### src/rtl/muldiv_pkg.sv
// rtl/muldiv_pkg.sv - shared constants, state encoding and decode helpers for muldiv_unit
package muldiv_pkg;

  localparam logic [2:0] ALUOP_RTYPE = 3'b010;

  localparam logic [5:0] FN_MFHI  = 6'b010000;
  localparam logic [5:0] FN_MTHI  = 6'b010001;
  localparam logic [5:0] FN_MFLO  = 6'b010010;
  localparam logic [5:0] FN_MTLO  = 6'b010011;
  localparam logic [5:0] FN_MULT  = 6'b011000;
  localparam logic [5:0] FN_MULTU = 6'b011001;
  localparam logic [5:0] FN_DIV   = 6'b011010;
  localparam logic [5:0] FN_DIVU  = 6'b011011;

  typedef logic [1:0] state_t;
  localparam state_t ST_IDLE = 2'd0;
  localparam state_t ST_MUL  = 2'd1;
  localparam state_t ST_DIV  = 2'd2;
  localparam state_t ST_FIX  = 2'd3;

  // Multi-cycle multiply/divide ops
  function automatic logic is_iterative(input logic [5:0] fn);
    return (fn == FN_MULT) || (fn == FN_MULTU) || (fn == FN_DIV) || (fn == FN_DIVU);
  endfunction

  // Any op that touches HI/LO and so must wait for an in-flight result
  function automatic logic is_hilo(input logic [5:0] fn);
    return is_iterative(fn) || (fn == FN_MFHI) || (fn == FN_MTHI) ||
           (fn == FN_MFLO) || (fn == FN_MTLO);
  endfunction

endpackage

### src/rtl/muldiv_signfix.sv
// rtl/muldiv_signfix.sv - conditional two's-complement negation (magnitude in, signed out and back)
module muldiv_signfix #(
  parameter int W = 32
) (
  input  logic [W-1:0] value,
  input  logic         negate,
  output logic [W-1:0] result
);

  // Negation of the most negative value wraps to itself, which is the
  // unsigned magnitude the iterative datapath expects.
  assign result = negate ? (~value + W'(1)) : value;

endmodule

### src/rtl/muldiv_unit.sv
// rtl/muldiv_unit.sv - iterative HI/LO multiply/divide unit with fixed WIDTH+1 cycle latency
module muldiv_unit
  import muldiv_pkg::*;
#(
  parameter int WIDTH = 32
) (
  input  logic             clk,
  input  logic             reset,
  input  logic             start,
  input  logic [2:0]       aluOp,
  input  logic [5:0]       functionCode,
  input  logic [WIDTH-1:0] operandA,
  input  logic [WIDTH-1:0] operandB,
  output logic             busy,
  output logic             stall,
  output logic             done,
  output logic             divByZero,
  output logic [WIDTH-1:0] hi,
  output logic [WIDTH-1:0] lo,
  output logic [WIDTH-1:0] readData
);

  localparam int CW = $clog2(WIDTH);

  state_t           state;
  logic [CW-1:0]    count;
  logic [WIDTH-1:0] acc_hi;    // running upper product / partial remainder
  logic [WIDTH-1:0] acc_lo;    // multiplier bits / dividend shifting into quotient
  logic [WIDTH-1:0] opb_q;     // multiplicand or divisor magnitude
  logic             is_div_q;
  logic             neg_lo_q;  // negate product or quotient in FIX
  logic             neg_hi_q;  // negate remainder in FIX
  logic             dbz_q;

  logic             rtype, issue, op_iter, op_div, signed_op, b_zero;
  logic             a_neg, b_neg;
  logic [WIDTH-1:0] a_mag, b_mag;
  logic [WIDTH:0]   mul_sum;
  logic [WIDTH:0]   div_trial;
  logic             div_ok;
  logic [WIDTH-1:0] div_rem;
  logic [2*WIDTH-1:0] prod_res;
  logic [WIDTH-1:0] quo_res, rem_res;

  assign busy      = (state != ST_IDLE);
  assign rtype     = (aluOp == ALUOP_RTYPE);
  assign issue     = start && rtype && !busy;
  assign op_iter   = issue && is_iterative(functionCode);
  assign op_div    = functionCode[1];
  assign signed_op = !functionCode[0];
  assign b_zero    = (operandB == '0);
  assign a_neg     = signed_op && operandA[WIDTH-1];
  assign b_neg     = signed_op && operandB[WIDTH-1];
  assign stall     = busy && start && rtype && is_hilo(functionCode);

  muldiv_signfix #(.W(WIDTH)) a_fix (.value(operandA), .negate(a_neg), .result(a_mag));
  muldiv_signfix #(.W(WIDTH)) b_fix (.value(operandB), .negate(b_neg), .result(b_mag));

  muldiv_signfix #(.W(2*WIDTH)) prod_fix (.value({acc_hi, acc_lo}), .negate(neg_lo_q), .result(prod_res));
  muldiv_signfix #(.W(WIDTH))   quo_fix  (.value(acc_lo), .negate(neg_lo_q), .result(quo_res));
  muldiv_signfix #(.W(WIDTH))   rem_fix  (.value(acc_hi), .negate(neg_hi_q), .result(rem_res));

  // One shift-add multiply step and one restoring divide step, evaluated every cycle
  always_comb begin
    mul_sum   = {1'b0, acc_hi} + ({1'b0, opb_q} & {(WIDTH+1){acc_lo[0]}});
    div_trial = {acc_hi, acc_lo[WIDTH-1]};
    div_ok    = (div_trial >= {1'b0, opb_q});
    div_rem   = div_trial[WIDTH-1:0] - opb_q;
  end

  // Sequencer and iterative datapath registers
  always_ff @(posedge clk or posedge reset) begin
    if (reset) begin
      state    <= ST_IDLE;
      count    <= '0;
      acc_hi   <= '0;
      acc_lo   <= '0;
      opb_q    <= '0;
      is_div_q <= 1'b0;
      neg_lo_q <= 1'b0;
      neg_hi_q <= 1'b0;
      dbz_q    <= 1'b0;
    end else begin
      case (state)
        ST_IDLE: begin
          if (op_iter) begin
            state    <= op_div ? ST_DIV : ST_MUL;
            count    <= CW'(WIDTH - 1);
            acc_hi   <= '0;
            // A zero divisor runs the raw dividend through unsigned steps,
            // which leaves quotient all ones and remainder = operandA.
            acc_lo   <= (op_div && b_zero) ? operandA : a_mag;
            opb_q    <= b_mag;
            is_div_q <= op_div;
            neg_lo_q <= (a_neg ^ b_neg) && !(op_div && b_zero);
            neg_hi_q <= op_div && a_neg && !b_zero;
            dbz_q    <= op_div && b_zero;
          end
        end
        ST_MUL: begin
          acc_hi <= mul_sum[WIDTH:1];
          acc_lo <= {mul_sum[0], acc_lo[WIDTH-1:1]};
          if (count == '0) state <= ST_FIX;
          else             count <= count - CW'(1);
        end
        ST_DIV: begin
          acc_hi <= div_ok ? div_rem : div_trial[WIDTH-1:0];
          acc_lo <= {acc_lo[WIDTH-2:0], div_ok};
          if (count == '0) state <= ST_FIX;
          else             count <= count - CW'(1);
        end
        default: state <= ST_IDLE;  // ST_FIX
      endcase
    end
  end

  // Architectural HI/LO plus registered completion flags
  always_ff @(posedge clk or posedge reset) begin
    if (reset) begin
      hi        <= '0;
      lo        <= '0;
      done      <= 1'b0;
      divByZero <= 1'b0;
    end else begin
      done      <= (state == ST_FIX);
      divByZero <= (state == ST_FIX) && dbz_q;
      if (state == ST_FIX) begin
        if (is_div_q) begin
          hi <= rem_res;
          lo <= quo_res;
        end else begin
          {hi, lo} <= prod_res;
        end
      end else if (issue && functionCode == FN_MTHI) begin
        hi <= operandA;
      end else if (issue && functionCode == FN_MTLO) begin
        lo <= operandA;
      end
    end
  end

  // MFHI/MFLO read port
  always_comb begin
    readData = '0;
    if (functionCode == FN_MFHI)      readData = hi;
    else if (functionCode == FN_MFLO) readData = lo;
  end

endmodule

### config.mk
export PLATFORM = sky130hd
export DESIGN_NAME = muldiv_unit
export DESIGN_NICKNAME = d
export VERILOG_FILES = /design/src/rtl/muldiv_pkg.sv /design/src/rtl/muldiv_signfix.sv /design/src/rtl/muldiv_unit.sv
export SDC_FILE = /design/constraint.sdc
export NUM_CORES = 1
export LEC_CHECK = 0
export BUFFER_PORTS_ARGS = -buffer_cell sky130_fd_sc_hd__buf_4
export CAP_MARGIN = 5
export CORE_MARGIN = 5
export CORE_UTILIZATION = 25
export DETAILED_ROUTE_END_ITERATION = 16
export SKIP_CTS_REPAIR_TIMING = 1
export SLEW_MARGIN = 0
export SYNTH_ARGS = -nofsm -noshare
export SYNTH_HDL_FRONTEND = slang
export SYNTH_SLANG_ARGS = --single-unit
### constraint.sdc
create_clock -name clk -period 7.1 [get_ports clk]
set_clock_uncertainty 0.15 [all_clocks]
set_input_delay 1.065 -clock clk [delete_from_list [all_inputs] [get_ports clk]]
set_output_delay 1.065 -clock clk [all_outputs]
set_load 0.02 [all_outputs]
==> results of run 1 <==
-- stage by stage --
| stage | hold slack [ns] | total power, mW | instances | area (um^2) |
|---|---|---|---|---|
| 2_1_floorplan | 0.2924 | 6.668 | 1846 | 14700 |
| 3_3_place_gp | 0.3110 | 8.669 | 2688 | 16680 |
| 3_5_place_dp | 0.3196 | 8.702 | 2688 | 16680 |
| 4_1_cts | 0.3383 | 9.693 | 2720 | 17260 |
| 5_1_grt | 0.3467 | 10.53 | 2721 | 17270 |
| 6_report | 0.3283 | 9.777 | 2721 | 17270 |
-- synth_stat cells (5+ instances only) --
cell       instances
a2111oi_0          5
a211oi_1          24
a21boi_0           5
a21o_1            23
a21oi_1          119
a221o_1           15
a221oi_1           7
a22o_1            35
a22oi_1           37
and2_1             7
and3_1            11
buf_1             11
clkbuf_1          94
dfrtp_1          173
ha_1              74
inv_1             63
mux2i_1           59
nand2_1          236
nand2b_1          21
nand3_1           28
nand4_1           11
nor2_1           124
nor2b_1           28
nor3_1            30
nor3b_1            6
nor4_1            13
o211ai_1           8
o21a_1            11
o21ai_0          249
o21bai_1           5
o22ai_1            5
o31ai_1           24
o41ai_1            9
or3_1             12
or4_1             14
xnor2_1          102
xor2_1            75
-- per-layer routing --
metal	up-vias	track usage	wire [um]
met5	-	0	0
met1	6774	0.2228	23740
li1	6863	-	-
met3	61	0.02758	3796
met4	0	0.03769	902
met2	581	0.2405	22650
-- power by group --
group / internal (mW) / switching [mW]
clock network: 0.468 / 0.497
registers: 1.35 / 0.666
logic: 2.61 / 4.18
total: 4.43 / 5.35
-- final timing paths --
path                         endpoint  slack [ns]  cells after the start
max                        acc_hi[30]        2.33                     12
min                         opb_q[13]        0.33                      2
max reg2reg                acc_hi[30]        2.33                     12
min reg2reg                 opb_q[13]        0.33                      2
max in group asynchronous       hi[0]        4.56                      3
min in group asynchronous       lo[6]        0.61                      2
-- layout make-up --
cell class | count | area share
well taps | 765 | 0.05542
multi-input cells | 1500 | 0.5644
clock buffers | 17 | 0.02463
repair buffers | 188 | 0.08194
inverters | 63 | 0.01398
flip-flops and latches | 173 | 0.2507
clock inverters | 15 | 0.008984
-- flip-flops by register name, indices dropped and copies added (netlist names) --
signal,flops
opb_q,32
lo,32
acc_hi,32
done,1
count,5
hi,32
is_div_q,1
neg_lo_q,1
divByZero,1
state,2
neg_hi_q,1
dbz_q,1
acc_lo,32
-- cell usage in the layout, fill, tap and decap left out, types with 20 or more instances in the layout --
cell / n
mux2i_1: 59
nor2_1: 124
xnor2_1: 102
buf_4: 187
nand2b_1: 20
a22o_1: 35
a21o_1: 23
nor3_1: 26
ha_1: 70
nand2_1: 236
a22oi_1: 37
o21ai_0: 249
xor2_1: 75
a211oi_1: 24
inv_1: 62
nor2b_1: 28
dfrtp_1: 173
nand3_1: 28
o31ai_1: 24
a21oi_1: 119
-- worst max-delay path, cell delays in order (launching register included) --
cell	delay, ns
dfrtp_1	0.44
inv_1	0.80
nor2_1	0.10
ha_1	0.39
a2111oi_0	0.42
o21ai_0	0.28
a31oi_1	0.42
o31a_1	0.29
o21ai_0	0.16
a221o_1	0.39
a21boi_0	0.38
mux2i_1	0.14
a211o_1	0.28
-- cell families after synthesis --
family,synth area share
AO/OA/AOI/OAI,0.2655
flip-flops,0.2946
adder cells (fa/ha/maj),0.06572
multiplexers,0.04248
XOR/XNOR,0.1055
AND/OR/NAND/NOR,0.1808
buffers and inverters,0.04546
==> key figures, run 1 <==
Layout
  – ANT cells: 0
  – Sequential cell area: between 0.004 and 0.005 mm^2
  – Fin nets: 2,095
  – Area Overhead vs Synth: 17.51%
  – Share of post-route cells with drive strength above 1: 0.1268
  – Fillers: just over 6,000
  – Multi-input gate area: between 0.009 and 0.01 mm^2
  – Util after Layout: 0.2982

Timing
  – Fmax achieved: between 200 and 250 MHz
  – Period utilization: 0.6723
  – Minimum clock period after layout: approximately 4.8 ns
  – Setup violations, final: 0
  – Slew @ Worst Pin: roughly 1.1 ns
  – TNS Setup: 0 ns
  – Slew HR: 0.2820
  – Pins Over Slew Limit: 0
  – RSZ-0062 raised after global routing: no
  – Setup ws final: approximately 2.3 ns
  – Final Hold Violating Endpoints: 0

Worst setup path
  – WS Path Type: reg -> reg
  – Worst-path maximum fanout: 33
  – Arr. time, crit path: about 5 ns
  – Worst EP required: 7.31 ns
  – CP startpoint kind: flop
  – Crit. End Element: flop
  – CP startpoint: acc_lo[0]
  – Reg-to-Reg Start: acc_lo[0]

Yosys
  – Post-synth EDFFs: 0
  – Total number of yosys warnings: 0
  – Post-Synthesis Net Count: roughly 2,000
  – Post-synth top area cell: dfrtp_1
  – Syn avg cell area: 7.961 um^2
  – #FFs+latches synth: 173
  – Mapped cell area: around 0.015 mm^2
  – FFs w/ async S/R, synth: 1.000
  – Seq/Total Area, Yosys: 0.2946
  – Post-synthesis instance total: roughly 1,800
  – Synth cell types: between 70 and 80
  – Yosys top cell area share: 0.2946
  – Primary FF master, synth: dfrtp_1
  – Top cells by area in the synthesized netlist: dfrtp_1, o21ai_0, ha_1, xnor2_1, nand2_1

Routing
  – DRC: 0
  – DR pass1 iterations: 6
  – Drt via density: between 5 and 6
  – Via count: around 14,000
  – Final wirelength: between 50,000 and 60,000 um
  – Initial drt markers: ~1,300
  – Detail Route Antenna Nets: 0
  – WL/cell: 18.78 um

CTS
  – CTS Buf Count: 17
  – CTS max path bufs: 2
  – TritonCTS clock tree: yes
  – Worst-Skew Late Latency: 0.48 ns
  – Clk sinks: between 150 and 200
  – Root buffer cell: clkbuf_16
  – H-tree levels: 4
  – Clock slew at reported path FFs: around 0.090 ns

Die
  – Core ar.: 0.05792 mm^2
  – Starting Density: 0.2538
  – Die Area: 0.06374 mm^2
  – Die width: between 200 and 300 um
  – Rows: 88
  – Ports: between 150 and 200
  – Die Y: approximately 250 um

Flow run
  – Maxcap violations: 0

Global routing
  – Vias in the first global route: ~14,000
  – Grt ovf: 0
  – Initial antenna violation count: 0
  – First-pass GRT wire length: ~80,000 um
  – Gr usage total: 0.1546
  – Largest net degree at the start of global routing: between 100 and 150

Run status
  – Status: finished, final reports clean

Power and ir drop
  – Max rail drop VDD: between 0.5 and 0.6 mV
  – Pwr dens: roughly 570 mW/mm^2
  – Leakage: ~7.3 nW

Min path
  – Hold_sp: opb_q[13]
  – Worst hold path type: reg -> reg

Placement
  – Dpl hpwl: a little under 40,000 um
  – PortBufs: approximately 180
  – Place WS: 2.215 ns
  – GP Congestion: 0.9270
Note: power is estimated with default switching activity, not from simulation.
==> run 2, diff against run 1 <==
--- a/config.mk
+++ b/config.mk
@@ -5,6 +5,7 @@
 export SDC_FILE = /design/constraint.sdc
 export NUM_CORES = 1
 export LEC_CHECK = 0
+export ABC_AREA = 1
 export BUFFER_PORTS_ARGS = -buffer_cell sky130_fd_sc_hd__buf_4
 export CAP_MARGIN = 5
 export CORE_MARGIN = 5
==> constraint.sdc (replaced) <==
create_clock -name clk -period 4.04 [get_ports clk]
set_clock_uncertainty 0.15 [all_clocks]
set_input_delay 0.606 -clock clk [delete_from_list [all_inputs] [get_ports clk]]
set_output_delay 0.606 -clock clk [all_outputs]
set_load 0.02 [all_outputs]
==> run 2 against run 1 <==
  * Combinational power rose by 34%
  * Clock-buffer cell count rose by 3
  * Global-route usage rose by 5.2 points
  * Sequential power is 60% higher
  * Flip-flop and latch count unchanged
  * Non-clock buffer count increased by 42
  * Critical path type is now in -> out
  * Critical endpoint is now readData[31]
  * Largest cell class unchanged
  * Highest routed layer unchanged
==> key figures, run 2 <==
Run status
  – Status: finished, final reports clean

Worst setup path
  – CP max stage cell: o21ai_0
  – Crit-path leading delay family: simple AND/OR/NAND/NOR gates
  – WP buf/inv: 3 (+2)
  – Worst EP required: 3.28 ns (-4.03 ns)
  – CP startpoint kind: input port
  – Crit-path cells: buf_4 > nor3_1 > nand3_1 > buf_4 > o21ai_0 > buf_4
  – Critical Path Max Stage Delay: 0.76 ns (-0.04 ns)
  – WS Path Type: in -> out
  – Arr. time, crit path: 3.00 ns (-1.99 ns)
  – Crit. End Element: output port
  – Cell mode on critical path: buf_4
  – Worst-path maximum fanout: 32 (-3.0%)

Layout
  – ANT cells: 0 (unchanged)
  – Fin nets: 3,479 (+66%)
  – Area Overhead vs Synth: 16.69%
  – Share of post-route cells with drive strength above 1: 0.1084 (-0.01837)
  – Most common cell after layout, fill and taps aside: nand2_1
  – Design area: 0.02159 mm^2 (+25%)
  – Util after Layout: 0.2949 (-0.003337)
  – Non-Filler Instances: 4,298 (+58%)
  – Commonest non-fill, non-tap cells in the layout: nand2_1, inv_1, nand3_1

Yosys
  – Count leader, synth: nand2_1
  – Syn avg cell area: 5.815 um^2 (-27%)
  – Yosys top cell area share: 0.2340 (-0.06055)
  – Post-synth EDFFs: 0 (unchanged)
  – Top cells by area in the synthesized netlist: dfrtp_1, nand2_1, inv_1, nand3_1, nor2_1
  – #FFs+latches synth: 173 (unchanged)
  – Post-Synthesis Net Count: 3,333 (+67%)
  – Post-synth top area cell: dfrtp_1
  – Primary FF master, synth: dfrtp_1
  – Seq/Total Area, Yosys: 0.2340 (-0.06055)
  – Post-synthesis instance total: 3,181 (+72%)
  – Synth cell types: 56 (-23%)
  – Total number of yosys warnings: 0 (unchanged)
  – FFs w/ async S/R, synth: 1.000 (unchanged)
  – Synth cell count leaders: nand2_1, inv_1, nand3_1
  – Mapped cell area: 0.01850 mm^2 (+26%)

Global routing
  – Gr usage total: 0.2063 (+0.05170)
  – First-pass GRT wire length: 126,400 um (+59%)
  – Grt ovf: 0 (unchanged)
  – Largest net degree at the start of global routing: 61 (-41%)
  – Initial antenna violation count: 0 (unchanged)
  – Vias in the first global route: 20,370 (+48%)

Die
  – Die Area: 0.07954 mm^2 (+25%)
  – Die Y: 282.0 um (+12%)
  – Core ar.: 0.07321 mm^2 (+26%)
  – Die width: 282.0 um (+12%)
  – Ports: 176 (unchanged)
  – Starting Density: 0.2527 (-0.001063)
  – Rows: 99 (+13%)

Routing
  – DRC: 0 (unchanged)
  – DR pass1 iterations: 6 (unchanged)
  – Final wirelength: 84,570 um (+66%)
  – Drt via density: 5.069 (-3.4%)
  – Via count: 21,790 (+53%)
  – Initial drt markers: 2,230 (+67%)
  – Detail Route Antenna Nets: 0 (unchanged)
  – WL/cell: 19.68 um (+4.8%)

Power and ir drop
  – Pwr dens: 653.4 mW/mm^2 (+15%)
  – Tot Pwr: 14.11 mW (+44%)
  – Leakage: 11.52 nW (+58%)
  – Max rail drop VDD: 0.4193 mV (-26%)

CTS
  – H-tree levels: 4 (unchanged)
  – Clock slew at reported path FFs: 0.08 ns (about the same)
  – CTS max path bufs: 2 (unchanged)
  – TritonCTS clock tree: yes
  – Clk sinks: 173 (unchanged)
  – Root buffer cell: clkbuf_16
  – Worst-Skew Late Latency: 0.51 ns (+0.03 ns)
  – CTS Buf Count: 17 (unchanged)

Timing
  – Final Hold Violating Endpoints: 0 (unchanged)
  – Slew HR: 0.3144 (+0.03234)
  – Fmax achieved: 266.4 MHz
  – Slew @ Worst Pin: 1.027 ns (-0.04882 ns)
  – Setup violations, final: 0 (unchanged)
  – Period utilization: 0.9290
  – TNS Setup: 0 ns (unchanged)
  – RSZ-0062 raised after global routing: no
  – Minimum clock period after layout: approximately 3.8 ns
  – Pins Over Slew Limit: 0 (unchanged)

Placement
  – Placed Cells: 4,267 (+59%)
  – Area after DPL: 0.02100 mm^2 (+26%)
  – PortBufs: 175 (unchanged)
  – GP Congestion: 1.004 (+8.3%)
  – Dpl hpwl: 68,630 um (+76%)

Flow run
  – Maxcap violations: 0 (unchanged)

Min path
  – Worst hold path type: in -> async
[run 2: path summary, 6_finish.rpt]
check                                startpoint  depth (start not counted)            to  slack [ns]
worst max-delay path            functionCode[1]                          6  readData[31]        0.29
worst min-delay path                      reset                          2     acc_hi[3]        0.16
worst max register to register       acc_hi[22]                         15     acc_lo[0]        0.84
worst min register to register         count[0]                          1      count[0]        0.33
max in group asynchronous                 reset                          3    acc_hi[30]        2.70
min in group clk                   operandB[18]                          3     opb_q[18]        0.25
[run 2: kinds of logic after synthesis]
group / after synthesis / synth area share
xor gates and xnor gates: 44 / 0.02083
DFF: 173 / 0.2340
AOI/OAI and AO/OA: 484 / 0.1487
adders and majority gates: 76 / 0.05222
buffers and inverters: 590 / 0.1241
and+or+nand+nor: 1814 / 0.4202
[run 2: per-stage QoR]
step | setup slack [ns] | hold WS, ns
final | 0.2866 | 0.1612
after global routing | 0.3343 | 0.2168
after CTS | 0.4405 | 0.1733
after detailed placement | 0.4490 | 0.3157
after global placement | 0.3965 | 0.3202
after floorplan | 1.073 | 0.2865
[run 2: where the power goes]
| group | internal, mW | switching (mW) |
|---|---|---|
| sequential | 2.39 | 0.844 |
| combinational | 2.86 | 6.22 |
| clock | 0.914 | 0.874 |
[run 2: worst reg2reg max path: cells and delay by family (launching register included)]
family                   cells  cell delay, ns
AO/OA/AOI/OAI                2            0.35
adder cells (fa/ha/maj)      1            0.39
buffers and inverters        2            0.11
flip-flops                   1            0.65
AND/OR/NAND/NOR             10            1.35
[run 2: area by class of cell]
type	count	area, um^2
clock buffer	20	466.7
clock inverter	11	118.9
fill	8376	51620
inverter	487	1834
multi-input combinational	2418	11890
sequential	173	4329
tap	959	1200
timing repair buffer	230	1752
[run 2: layer usage]
layer	vias to the layer above	wire length [um]	global-route usage
met5	-	0	0
met4	0	2427	0.05875
met3	136	6943	0.03409
met2	987	37000	0.3238
met1	10160	38200	0.2934
li1	10510	-	-
==> run 3, diff against run 2 <==
--- a/config.mk
+++ b/config.mk
@@ -10,7 +10,9 @@
 export CAP_MARGIN = 5
 export CORE_MARGIN = 5
 export CORE_UTILIZATION = 25
+export CTS_BUF_LIST = sky130_fd_sc_hd__clkbuf_2 sky130_fd_sc_hd__clkbuf_4 sky130_fd_sc_hd__clkbuf_8
 export DETAILED_ROUTE_END_ITERATION = 16
+export PLACE_DENSITY_LB_ADDON = 0.08
 export SKIP_CTS_REPAIR_TIMING = 1
 export SLEW_MARGIN = 0
 export SYNTH_ARGS = -nofsm -noshare
==> run 3 against run 2 <==
  * Sequential power increased by 3%
  * Fmax increased by 10%
  * Combinational power increased by 3.2%
  * Hold slack improved by 0.037 ns
  * Total power decreased by 0.94%
  * Register-to-register slack got worse by 0.21 ns
==> key figures, run 3 (same netlist as run 2, synthesis figures left out) <==
Run status
  – Status: finished, final reports clean

Placement
  – GP Congestion: 0.9482 (-5.5%)
  – Dpl hpwl: 85,040 um (+24%)
  – Area after DPL: 0.02105 mm^2 (+0.21%)
  – PortBufs: 175 (unchanged)
  – Placed Cells: 4,273 (+0.14%)

Routing
  – Final wirelength: 102,400 um (+21%)
  – DR pass1 iterations: 5 (-1)
  – Detail Route Antenna Nets: 0 (unchanged)
  – DRC: 0 (unchanged)
  – Initial drt markers: 1,515 (-32%)
  – WL/cell: 23.77 um (+21%)
  – Drt via density: 4.990 (-1.6%)
  – Via count: 21,490 (-1.4%)

Worst setup path
  – Worst EP required: 4.36 ns (+1.08 ns)
  – WS Path Type: reg -> reg
  – Arr. time, crit path: 3.73 ns (+0.73 ns)
  – Reg-to-reg slack, setup: 0.63 ns (-0.21 ns)
  – Crit. End Element: flop
  – CP startpoint kind: flop
  – Worst-path maximum fanout: 16 (-50%)

Layout
  – Most common cell after layout, fill and taps aside: nand2_1
  – Non-Filler Instances: 4,306 (+0.19%)
  – Fin nets: 3,486 (+0.20%)
  – Design area: 0.02141 mm^2 (-0.83%)
  – Commonest non-fill, non-tap cells in the layout: nand2_1, inv_1, nand3_1
  – Area Overhead vs Synth: 15.71%
  – Share of post-route cells with drive strength above 1: 0.1100 (+0.001566)

Timing
  – Final Hold Violating Endpoints: 0 (unchanged)
  – Pins Over Slew Limit: 0 (unchanged)
  – TNS Setup: 0 ns (unchanged)
  – Slew HR: 0.2169 (-0.09753)
  – Fin Hold WS: 0.1981 ns (+0.03682 ns)
  – Period utilization: 0.8431 (-0.08592)
  – Fmax achieved: 293.6 MHz (+10%)
  – Slew @ Worst Pin: 1.173 ns (+0.1461 ns)
  – Setup violations, final: 0 (unchanged)
  – RSZ-0062 raised after global routing: no
  – Minimum clock period after layout: 3.406 ns (-0.3471 ns)

CTS
  – TritonCTS clock tree: yes
  – H-tree levels: 4 (unchanged)
  – Clock slew at reported path FFs: 0.10 ns (+0.02 ns)
  – Root buffer cell: clkbuf_8
  – Worst-Skew Late Latency: 0.59 ns (+0.08 ns)
  – Clk sinks: 173 (unchanged)
  – CTS max path bufs: 2 (unchanged)
  – CTS Buf Count: 17 (unchanged)

Global routing
  – Met2 Track Usage GR: 0.4535 (+0.1297)
  – Grt ovf: 0 (unchanged)
  – Met3 usage: 0.02402 (-0.01007)
  – Global-route track usage on met1: 0.3105 (+0.01706)
  – Gr usage total: 0.2521 (+0.04584)
  – Vias in the first global route: 21,510 (+5.6%)
  – GR peak layer: met2
  – First-pass GRT wire length: 147,800 um (+17%)
  – Largest net degree at the start of global routing: 78 (+28%)
  – Initial antenna violation count: 2 (+2)

Power and ir drop
  – Leakage: 11.45 nW (-0.64%)
  – Pwr dens: 652.7 mW/mm^2 (-0.11%)
  – Tot Pwr: 13.97 mW (-0.94%)
  – Max rail drop VDD: 0.4483 mV (+6.9%)

Die
  – Ports: 176 (unchanged)
  – Rows: 99 (unchanged)
  – Die width: 282.0 um (unchanged)
  – Core ar.: 0.07321 mm^2 (unchanged)
  – Starting Density: 0.2527 (unchanged)
  – Die Area: 0.07954 mm^2 (unchanged)
  – Die Y: 282.0 um (unchanged)

Min path
  – Worst hold path type: in -> reg

Flow run
  – Maxcap violations: 0 (unchanged)
run 3: cell types whose count changed in the layout (fill, tap and decap cells not counted), moves of 2 or more:
cell,delta
clkbuf_8,+15
clkbuf_4,+2
buf_4,+6
clkbuf_16,-17
inv_8,-2
inv_6,-2
clkinvlp_4,+3
run 3: layer usage:
metal | part of all wire | vias to the layer above
li1 | - | 10510
met1 | 0.42 | 10320
met2 | 0.50 | 540
met3 | 0.036 | 119
met4 | 0.045 | 0
met5 | 0 | -
run 3: power by group:
group	internal [mW]	switching, mW
Combinational	2.86	6.51
Clock	0.458	0.814
Sequential	2.39	0.941
run 3: final timing paths:
check,startpoint,to,depth (start not counted)
min in group asynchronous,reset,hi[2],3
hold / removal,operandB[8],opb_q[8],3
setup / recovery,acc_lo[0],acc_hi[24],15
hold reg to reg,dbz_q,divByZero,2
setup reg to reg,acc_lo[0],acc_hi[24],15
max in group asynchronous,reset,opb_q[6],4
run 3: area by class of cell:
| class | count | area, um^2 |
|---|---|---|
| fillers | 8477 | 51800 |
| clock buffers | 20 | 262.8 |
| repair buffers | 237 | 1807 |
| diodes | 1 | 2.502 |
| multi-input cells | 2418 | 11890 |
| well taps | 959 | 1200 |
| flip-flops and latches | 173 | 4329 |
| inverters | 487 | 1834 |
| clock inverters | 11 | 85.08 |
run 3: per-stage QoR:
step / utilization / setup WS, ns
after floorplan: - / 1.073
after global placement: 0.2875 / 0.6550
after detailed placement: 0.2875 / 0.6774
after CTS: 0.2922 / 0.6504
after global routing: 0.2924 / 0.4413
final: 0.2924 / 0.6338
run 3: worst max-delay path, stage by stage (launching register included):
cell     delay (ns)
dfrtp_1        0.54
buf_4          0.29
nand2_1        0.10
inv_1          0.06
ha_1           0.38
nand2_1        0.12
o21ai_0        0.61
inv_1          0.18
nand2_1        0.11
nand3_1        0.08
nand3_1        0.12
nand2_1        0.05
nand3_1        0.17
nand2_1        0.16
nand2_1        0.10
nand2_1        0.07
